## src/rtl/game_sequencer_pkg.sv

```systemverilog
// Shared types and constants for the Sudoku game sequencer and its timer.
package game_sequencer_pkg;

    typedef enum logic [2:0] {
        StIdle,
        StPlay,
        StLookup,
        StJudge,
        StWon,
        StLost
    } state_e;

    localparam logic [1:0] ST_PLAY = 2'b00;
    localparam logic [1:0] ST_WON  = 2'b01;
    localparam logic [1:0] ST_LOST = 2'b10;

    localparam int unsigned BOARD_CELLS = 81;
    localparam int unsigned BOARD_DIM   = 9;

    // Row-major cell index; only meaningful for row, col <= 8.
    function automatic logic [6:0] cell_addr(input logic [3:0] row, input logic [3:0] col);
        return 7'(row) * 7'(BOARD_DIM) + 7'(col);
    endfunction

endpackage

```

## src/rtl/game_sequencer_timer.sv

```systemverilog
// Game countdown: loads the time limit, decrements on tick while running, saturates at 0.
module game_timer #(
    parameter int unsigned TIME_LIMIT = 600
) (
    input  logic       clk,
    input  logic       rstn,
    input  logic       load,
    input  logic       run,
    input  logic       tick,
    output logic [9:0] time_left,
    output logic       expired
);

    logic [9:0] time_q, time_d;

    always_comb begin
        time_d = time_q;
        if (load) begin
            time_d = 10'(TIME_LIMIT);
        end else if (run && tick && (time_q != '0)) begin
            time_d = time_q - 10'd1;
        end
    end

    always_ff @(posedge clk or negedge rstn) begin
        if (!rstn) begin
            time_q <= '0;
        end else begin
            time_q <= time_d;
        end
    end

    assign time_left = time_q;
    assign expired   = (time_q == '0);

endmodule

```

## src/rtl/game_sequencer.sv

```systemverilog
// Move sequencer: accepts moves, looks up the solution, writes correct digits and
// tracks errors, remaining cells and time until the game is won or lost.
module game_sequencer
    import game_sequencer_pkg::*;
#(
    parameter int unsigned MAX_ERRORS = 3,
    parameter int unsigned TIME_LIMIT = 600
) (
    input  logic       clk,
    input  logic       rstn,
    input  logic       start,
    input  logic [6:0] blanks_init,
    input  logic       tick,
    input  logic       move_valid,
    input  logic [3:0] move_row,
    input  logic [3:0] move_col,
    input  logic [3:0] move_digit,
    input  logic [3:0] sol_digit,
    input  logic       cell_filled,
    output logic       move_ready,
    output logic [6:0] rd_addr,
    output logic       wr_en,
    output logic [6:0] wr_addr,
    output logic [3:0] wr_data,
    output logic [1:0] errors,
    output logic [9:0] time_left,
    output logic [1:0] status,
    output logic       end_enable
);

    state_e     state_q, state_d;
    logic [6:0] remaining_q, remaining_d;
    logic [1:0] errors_q, errors_d;
    logic [6:0] addr_q, addr_d;
    logic [3:0] digit_q, digit_d;
    logic [1:0] status_q, status_d;

    logic       timer_load;
    logic       timer_run;
    logic       expired;
    logic [6:0] move_addr;
    logic       move_ok;

    assign move_addr = cell_addr(move_row, move_col);
    assign move_ok   = (move_row <= 4'd8) && (move_col <= 4'd8) && (move_digit != 4'd0) &&
                       (move_digit <= 4'd9) && ({25'd0, move_addr} < BOARD_CELLS);
    assign timer_run = (state_q == StPlay) || (state_q == StLookup) || (state_q == StJudge);

    game_timer #(
        .TIME_LIMIT(TIME_LIMIT)
    ) u_timer (
        .clk      (clk),
        .rstn     (rstn),
        .load     (timer_load),
        .run      (timer_run),
        .tick     (tick),
        .time_left(time_left),
        .expired  (expired)
    );

    always_comb begin
        state_d     = state_q;
        remaining_d = remaining_q;
        errors_d    = errors_q;
        addr_d      = addr_q;
        digit_d     = digit_q;
        timer_load  = 1'b0;
        move_ready  = 1'b0;
        wr_en       = 1'b0;
        rd_addr     = addr_q;

        unique case (state_q)
            StIdle, StWon, StLost: begin
                if (start) begin
                    timer_load  = 1'b1;
                    remaining_d = blanks_init;
                    errors_d    = 2'd0;
                    state_d     = (blanks_init == 7'd0) ? StWon : StPlay;
                end
            end
            StPlay: begin
                move_ready = move_valid;
                rd_addr    = move_addr;
                // Expiry wins over a move offered in the same cycle.
                if (expired) begin
                    state_d = StLost;
                end else if (move_valid && move_ok) begin
                    addr_d  = move_addr;
                    digit_d = move_digit;
                    state_d = StLookup;
                end
            end
            StLookup: begin
                state_d = StJudge;
            end
            StJudge: begin
                state_d = StPlay;
                if (cell_filled) begin
                    state_d = StPlay;
                end else if (sol_digit == digit_q) begin
                    wr_en = 1'b1;
                    if (remaining_q != 7'd0) begin
                        remaining_d = remaining_q - 7'd1;
                    end
                    if (remaining_q <= 7'd1) begin
                        state_d = StWon;
                    end
                end else begin
                    if (errors_q != 2'b11) begin
                        errors_d = errors_q + 2'd1;
                    end
                    if ({30'd0, errors_d} >= MAX_ERRORS) begin
                        state_d = StLost;
                    end
                end
            end
            default: begin
                state_d = StIdle;
            end
        endcase

        unique case (state_d)
            StWon:   status_d = ST_WON;
            StLost:  status_d = ST_LOST;
            default: status_d = ST_PLAY;
        endcase
    end

    always_ff @(posedge clk or negedge rstn) begin
        if (!rstn) begin
            state_q     <= StIdle;
            remaining_q <= '0;
            errors_q    <= '0;
            addr_q      <= '0;
            digit_q     <= '0;
            status_q    <= ST_PLAY;
        end else begin
            state_q     <= state_d;
            remaining_q <= remaining_d;
            errors_q    <= errors_d;
            addr_q      <= addr_d;
            digit_q     <= digit_d;
            status_q    <= status_d;
        end
    end

    assign wr_addr    = addr_q;
    assign wr_data    = digit_q;
    assign errors     = errors_q;
    assign status     = status_q;
    assign end_enable = (state_q == StWon) || (state_q == StLost);

endmodule

```

## config.mk

```make
export PLATFORM = sky130hd
export DESIGN_NAME = game_sequencer
export DESIGN_NICKNAME = d
export VERILOG_FILES = /design/src/rtl/game_sequencer_pkg.sv /design/src/rtl/game_sequencer_timer.sv /design/src/rtl/game_sequencer.sv
export SDC_FILE = /design/constraint.sdc
export NUM_CORES = 1
export LEC_CHECK = 0
export ABC_AREA = 0
export BUFFER_PORTS_ARGS = -buffer_cell sky130_fd_sc_hd__buf_2
export CORE_MARGIN = 5
export CORE_UTILIZATION = 53
export CTS_BUF_LIST = sky130_fd_sc_hd__clkbuf_16
export DETAILED_ROUTE_END_ITERATION = 6
export HOLD_SLACK_MARGIN = 0.05
export PLACE_DENSITY = 0.8
export SLEW_MARGIN = 5
export SYNTH_ARGS = -nofsm -noshare
export SYNTH_HDL_FRONTEND = slang
export SYNTH_SLANG_ARGS = --single-unit
```

## constraint.sdc

```tcl
create_clock -name clk -period 4.5 [get_ports clk]
set_input_delay 0.675 -clock clk [delete_from_list [all_inputs] [get_ports clk]]
set_output_delay 0.675 -clock clk [all_outputs]
set_load 0.05 [all_outputs]
```

Word level (Yosys, flattened, before mapping)
Index checks and enable logic that the tools add are counted.
Storage, ports and cells
  register bits: 35
  input bits: 29
  output and inout port bits: 35
  word-level logic and storage cells: 87
Operators by class
  $add $sub $neg: 4
  multiply operators: 1
  magnitude comparators: 6
  equal/unequal tests: 14
  muxes and demuxes: 32
  bitwise gates (word level): 1
  reductions and logical operators: 22
Operator list (number)
  2-to-1 mux 7 bit: 5
  2-to-1 mux 3 bit: 8
  2-to-1 mux 10 bit: 2
  2-to-1 mux 2 bit: 7
  one-hot mux 7 bit (2 select lines): 1
  equality test 3 bit (second input constant): 4
  <= comparator 4 bit (second input constant): 3
  one-hot mux 3 bit (4 select lines): 1
  logical NOT 10 bit: 1
  nonzero test 10 bit: 1
  subtractor 10 x 1 -> 10 bit (second input constant): 1
  inequality test 2 bit (second input constant): 4
  one-hot mux 2 bit (2 select lines): 2
  adder 7 x 4 -> 7 bit: 1
  <= comparator 7 x 1 -> 1 bit (second input constant): 1
  logical AND 1 bit: 7
  logical NOT 7 bit: 1
  less-than comparator 7 bit (second input constant): 1
  multiplier 4 x 4 -> 7 bit (second input constant): 1
  nonzero test 7 bit: 1
  subtractor 7 x 1 -> 7 bit (second input constant): 1
  equality test 3 x 2 -> 1 bit (second input constant): 2
  2-to-1 mux 1 bit: 6
  AND reduction 5 bit: 1
  other kinds (13): 17

Logic depth before layout (Yosys ltp)
Gate-level depths: netlist (run 1).
  depth in word-level cells: 12
  mapped depth: 10
  depth with buffers taken out: 10

By module
From an unflattened synthesis (run 1), not the netlist that was laid out.
Unflattened totals
  cell total of the unflattened synthesis: 255
  area, all modules: 2424.8 sq um
Modules (own cells, without submodules)
  game_sequencer: instances 1, cells an instance 197, area each 1850.5 sq um, sequential area each 625.6 sq um
  game_timer: instances 1, cells an instance 58, area each 574.3 sq um, sequential area each 250.2 sq um

Worst setup path after synthesis (run 1)
No wires, ideal clock.
  kind: input to output
  from: input port move_row[1]
  to: output port rd_addr[2]
  arrival time: 2.757 ns
  required time: 3.825 ns
  slack: 1.068 ns
  stages: 5
  buffers on the path: 0
  cells stage by stage: ha_1 > ha_1 > inv_1 > fa_1 > o21ai_0
Between the ends
  word-level cells in the longest chain between the ends: 3
RTL lines
  from (decl): RTL line game_sequencer.sv:15  | input logic [3:0] move_row,
  multiplier 4 x 4 -> 7 bit: RTL line game_sequencer_pkg.sv:22  | return 7'(row) * 7'(BOARD_DIM) + 7'(col);
  adder 7 x 4 -> 7 bit: RTL line game_sequencer_pkg.sv:22
  2-to-1 mux 7 bit: RTL line game_sequencer.sv:72  | unique case (state_q)
  to (decl): RTL line game_sequencer.sv:21  | output logic [6:0] rd_addr,
Every way passes these cells.

Worst setup path after layout (run 1)
  from: input port move_row[3]
  to: output port rd_addr[6]
Same word-level chain as after synthesis.

==> results of run 1 <==
[cell type report]
class	instances	area [um2]	share of cell area, %
multi-input combinational	207	1420	49.8
sequential	35	876	30.8
timing repair buffer	63	315	11.1
clock buffer	5	125	4.40
tap	52	65.1	2.29
inverter	10	37.5	1.32
clock inverter	2	8.76	0.308
[cell families after synthesis]
logic type      Yosys count  share of synthesized area, %
buf+inv                  17                          3.07
flops                    35                          37.0
xor+xnor                 15                          5.55
fa+ha+maj                15                          8.25
mux                      10                          5.92
simple gates            114                          24.5
compound gates           53                          15.7
[state kept, by name (all words and copies together), names as in the netlist]
signal and cells:
wr_data 4, status 2, state_q 3, errors 2, u_timer.time_left 10, wr_addr 7
remaining_q 7
[worst paths after layout]
kind,slack (ns),to,depth (start not counted),from
worst min-delay path,0.48,wr_data[3],1,rstn
max in group asynchronous,3.52,u_timer.time_left[4],1,rstn
min in group clk,0.53,remaining_q[6],1,remaining_q[6]
worst min register to register,0.53,remaining_q[6],1,remaining_q[6]
worst max-delay path,0.88,rd_addr[6],10,move_row[3]
worst max register to register,1.95,remaining_q[2],6,wr_data[3]
[metrics by stage]
stage | total power, uW | setup slack, ns
2_1_floorplan | 1440 | 1.07
4_1_cts | 2020 | 0.866
5_1_grt | 2130 | 0.748
3_5_place_dp | 1690 | 0.869
3_3_place_gp | 1670 | 0.927
6_report | 2010 | 0.879
[cell usage after synthesis, types with 2 or more instances]
cell type | number | share of area [%]
nand2b_1 | 7 | 1.8
nand3_1 | 5 | 1.1
or2_2 | 3 | 0.79
nor4_1 | 4 | 1.1
dfrtp_1 | 35 | 37
and2_1 | 2 | 0.53
a22o_1 | 2 | 0.74
nand4_1 | 2 | 0.53
a21oi_1 | 15 | 3.2
clkbuf_1 | 5 | 0.79
xor2_1 | 6 | 2.2
o31ai_1 | 2 | 0.63
ha_1 | 14 | 7.4
a31oi_1 | 2 | 0.53
nor2_1 | 32 | 5.1
o21ba_2 | 4 | 1.7
o2111ai_2 | 2 | 1.3
xnor2_1 | 9 | 3.3
nand2_1 | 35 | 5.5
and3b_1 | 2 | 0.74
mux2i_1 | 2 | 0.85
inv_1 | 10 | 1.6
mux2_4 | 8 | 5.1
o21ai_0 | 15 | 3.2
nor3_1 | 4 | 0.85
or3_1 | 5 | 1.3
a21o_1 | 2 | 0.63
or4_1 | 2 | 0.63
nor2b_1 | 3 | 0.79
[power breakdown]
part | leakage (uW) | internal (uW) | switching (uW)
Clock | 0.0000671 | 199 | 123
Sequential | 0.000427 | 437 | 132
Combinational | 0.000902 | 339 | 778
Total | 0.00140 | 975 | 1030
[metal layers]
metal | track usage [%] | up-vias | wire length (um)
met5 | 0 | - | 0
met2 | 31.5 | 56 | 2700
li1 | - | 1038 | -
met1 | 22.7 | 973 | 2390
met3 | 4.80 | 7 | 304
met4 | 5.77 | 0 | 55
==> results.py, run 1 <==
metrics = {
    "clock_network": {
        "cts_hold_buf": 0,
        "cts_resized": 0,
        "clock-sinks": 35,
        "cts_max_path_buffers": 2,
        "clk_pin_slew_ns": 0.05,
        "htreeDepth": 2,
        "cts_tree": "done",
        "post_cts_buffers": 0,
        "root_buffer": "clkbuf_16",
        "cts_buffers": 5,
        "worstSkewPairLatency_ns": 0.27,
    },
    "timing": {
        "hold_viol": 0,
        "skew_ns": 0.00369,
        "fmax_mhz": 276,
        "hold-worst-slack_ns": 0.478,
        "maxSlewViolCount": 0,
        "rsz0062_at_grt": "no",
        "setup_viol": 0,
        "worst_pin_slew_ns": 0.924,
        "tns_ns": 0,
        "period_share_pct": 80.5,
        "relSlewSlack_pct": 38.4,
        "min_period_ns": 3.62,
    },
    "finish": {
        "fillers": 379,
        "syn2layout_area_growth_pct": 20.2,
        "final_common_cell": "buf_2",
        "insertedDiodeCount": 0,
        "layout-drive-gt1-share_pct": 28.6,
        "nets": 366,
        "final_util_pct": 65.4,
        "layout.cells.non_filler": 374,
        "final_cell_mix": "buf_2 (63), nand2_1 (35), dfrtp_1 (35), nor2_1 (32)",
        "design_area_mm2": 0.00285,
    },
    "floorplanning": {
        "core_area_mm2": 0.00435,
        "pin_count": 64,
        "dieArea_mm2": 0.00590,
        "row_count": 24,
        "die_h_um": 76.8,
        "start_util_pct": 54.4,
        "die_x_um": 76.8,
    },
    "setup_path": {
        "cp.arrival_ns": 2.95,
        "cp_slowest_stage_delay_ns": 0.51,
        "crit_buf_inv": 2,
        "critical_path.max_fanout": 7,
        "crit_chain": "buf_2, ha_1, ha_1, ha_1, o21ai_0, or4b_1, o2111ai_2, nand2_1, nand2_1, buf_2",
        "worstSetupPathType": "in -> out",
        "crit_required_ns": 3.83,
        "path_delay_family": "adder cells",
        "crit_top_cell": "ha_1",
        "cp_slowest_cell": "or4b_1",
        "setup.worst_path.end_class": "output port",
        "start_kind": "input pin",
    },
    "route": {
        "drc_errors": 0,
        "detail-route-antenna-nets": 0,
        "initialDrtViolationCount": 54,
        "vias": 2074,
        "first_pass_iters": 4,
        "routedWlPerCell_um": 14.6,
        "vias_per_cell": 5.55,
        "wl_um": 5460,
    },
    "global_route": {
        "grt_pass1_wl_um": 9060,
        "grt_antenna_before_repair": 0,
        "grt_util_all_layers_pct": 18.5,
        "grt.overflow.total": 0,
        "grt_max_degree": 36,
        "grt_pass1_vias": 2018,
    },
    "place": {
        "dpl-instance-area_mm2": 0.00271,
        "place.gp.congestion": 0.824,
        "port_buffers": 63,
        "numPlacedInstances": 367,
        "hpwl_um": 4130,
    },
    "synthesis": {
        "synth-edff-count": 0,
        "ys_seq_elements": 35,
        "ys_seq_area_share_pct": 37.0,
        "synth_area_per_cell_um2": 9.14,
        "syn_nets": 303,
        "netlist_instances": 259,
        "syn_area_mm2": 0.00237,
        "synthFlopType": "dfrtp_1",
        "async_flop_share_pct": 100,
        "yosys_warnings": 0,
        "ys_types": 49,
    },
    "flow_run": {
        "drv_cap": 0,
    },
    "hold_path": {
        "min_path_type": "in -> async",
    },
    "power_and_ir_drop": {
        "powerDensity_mw_per_mm2": 705,
        "leakagePower_uw": 0.00140,
        "irDropWorstVdd_uv": 422,
    },
    "run_status": {
        "status": "completed",
    },
}
(Power assumes the default switching activity.)
==> inputs of run 2 (changes only) <==
CORE_UTILIZATION = 48   (was 53)
PLACE_DENSITY = 0.77   (was 0.8)
clock period = 3.1 ns   (was 4.5 ns; I/O delays follow)
==> run 2 against run 1 <==
  * Total power is 49% higher
  * Die area is 9.0% higher
  * Global-route usage is 1.1 points higher
  * Sequential share of layout area is 1.5 points lower
  * Combinational power is 52% higher
  * Largest power group unchanged
  * Cell area is 5.1% higher
  * Worst setup slack worse by 0.74 ns
  * Sequential power is 46% higher
  * Critical path depth stayed put
==> results.py, run 2 (synthesis gave the netlist of run 1 again) <==
metrics = {
    "finish": {
        "syn2layout_area_growth_pct": 26.4,
        "layout-drive-gt1-share_pct": 32.1,
        "nets": 380,
        "fillers": 433,
        "final_cell_mix": "buf_2 (62), nand2_1 (35), dfrtp_1 (35), nor2_1 (32), a21oi_1 (15)",
        "largest_reg_flops": 10,
        "multi_input_area_mm2": 0.00143,
        "design_area_mm2": 0.00299,
        "insertedDiodeCount": 0,
        "final_common_cell": "buf_2",
        "regArea_um2": 876,
        "final_util_pct": 62.9,
    },
    "global_route": {
        "grt_max_degree": 36,
        "grt_pass1_wl_um": 9940,
        "grt_antenna_before_repair": 0,
        "grt.overflow.total": 0,
        "grt_pass1_vias": 2176,
        "grt_util_all_layers_pct": 19.6,
    },
    "setup_path": {
        "crit_required_ns": 2.63,
        "cp.arrival_ns": 2.49,
        "cp_slowest_stage_delay_ns": 0.52,
        "rr_worst_depth": 7,
        "worstSetupPathType": "in -> out",
        "setup.worst_path.end_class": "output port",
        "start_kind": "input pin",
        "critical_path.max_fanout": 3,
        "cp_slowest_cell": "or4b_1",
        "crit_chain": "buf_2, ha_4, ha_1, ha_2, o21ai_1, or4b_1, o2111ai_2, nand2_1, nand2_1, buf_6",
        "crit_top_cell": "nand2_1",
    },
    "floorplanning": {
        "core_area_mm2": 0.00475,
        "die_h_um": 80.2,
        "die_x_um": 80.2,
        "row_count": 25,
        "start_util_pct": 49.8,
        "dieArea_mm2": 0.00644,
        "pin_count": 64,
    },
    "timing": {
        "setup_viol": 0,
        "fmax_mhz": 338,
        "period_share_pct": 95.3,
        "min_period_ns": 2.96,
        "setup_slack_ns": 0.144,
        "skew_ns": 0.00276,
        "relSlewSlack_pct": 47.4,
        "worst_pin_slew_ns": 0.782,
        "maxSlewViolCount": 0,
        "rsz0062_at_grt": "no",
        "hold_viol": 0,
    },
    "place": {
        "hpwl_um": 4590,
        "pre_cts_slack_ns": -0.0249,
        "port_buffers": 63,
        "place.gp.congestion": 0.860,
        "dpl-instance-area_mm2": 0.00283,
    },
    "flow_run": {
        "drv_cap": 0,
    },
    "hold_path": {
        "min_path_type": "in -> async",
    },
    "clock_network": {
        "cts_max_path_buffers": 2,
        "clock-sinks": 35,
        "clk_pin_slew_ns": 0.05,
        "cts_hold_buf": 0,
        "cts_buffers": 5,
        "root_buffer": "clkbuf_16",
        "worstSkewPairLatency_ns": 0.28,
        "cts_tree": "done",
        "htreeDepth": 2,
    },
    "route": {
        "first_pass_iters": 4,
        "vias": 2137,
        "initialDrtViolationCount": 72,
        "vias_per_cell": 5.30,
        "routedWlPerCell_um": 14.6,
        "drc_errors": 0,
        "detail-route-antenna-nets": 0,
        "wl_um": 5870,
    },
    "power_and_ir_drop": {
        "powerDensity_mw_per_mm2": 999,
        "irDropWorstVdd_uv": 802,
        "leakagePower_uw": 0.00146,
    },
    "run_status": {
        "status": "completed",
    },
}
-- run 2: path summary, 6_finish.rpt --
check / startpoint / endpoint / slack [ns]
min in group clk: move_digit[0] / wr_data[0] / 0.43
max: move_row[0] / rd_addr[6] / 0.14
min reg2reg: remaining_q[6] / remaining_q[6] / 0.53
max reg2reg: u_timer.time_left[0] / wr_addr[1] / 0.72
min: rstn / remaining_q[2] / 0.26
max in group asynchronous: rstn / u_timer.time_left[3] / 2.35
-- run 2: layout make-up --
class,count,area share [%]
multi-input combinational,207,47.9
sequential,35,29.3
timing repair buffer,77,14.3
clock buffer,5,4.18
tap,67,2.80
inverter,10,1.25
clock inverter,2,0.293
-- run 2: what timing repair did --
action,CTS,global route
resized for setup,0,6
endpoints found under the setup margin,0,1
hold endpoints to repair,0,0
buffers inserted,0,1
-- run 2: power by group --
group	internal, uW	leakage, uW	switching (uW)
clock network	288	0.0000671	175
registers	635	0.000427	195
logic	541	0.000969	1150
-- run 2: per-layer routing --
metal | GRT usage [%] | up-vias | wire length [um]
met2 | 33.1 | 48 | 2900
met3 | 4.15 | 10 | 238
met5 | 0 | - | 0
met4 | 4.73 | 0 | 77
li1 | - | 1063 | -
met1 | 25.5 | 1016 | 2650
-- run 2: through the flow --
| step | hold WS [ns] | total power (uW) | TNS [ns] | std cells |
|---|---|---|---|---|
| final | 0.264 | 2990 | 0 | 403 |
| after detailed placement | 0.515 | 2500 | -0.101 | 395 |
| after floorplan | 0.169 | 2100 | 0 | 259 |
| after global routing | 0.352 | 3180 | 0 | 403 |
| after global placement | 0.505 | 2470 | 0 | 395 |
| after CTS | 0.292 | 3000 | 0 | 402 |
-- run 2: critical path, delay by kind of cell --
kind | cells | cell delay, ns
adder cells (fa/ha/maj) | 3 | 0.83
AND/OR/NAND/NOR | 3 | 0.71
buffers and inverters | 2 | 0.29
AO/OA/AOI/OAI | 2 | 0.18
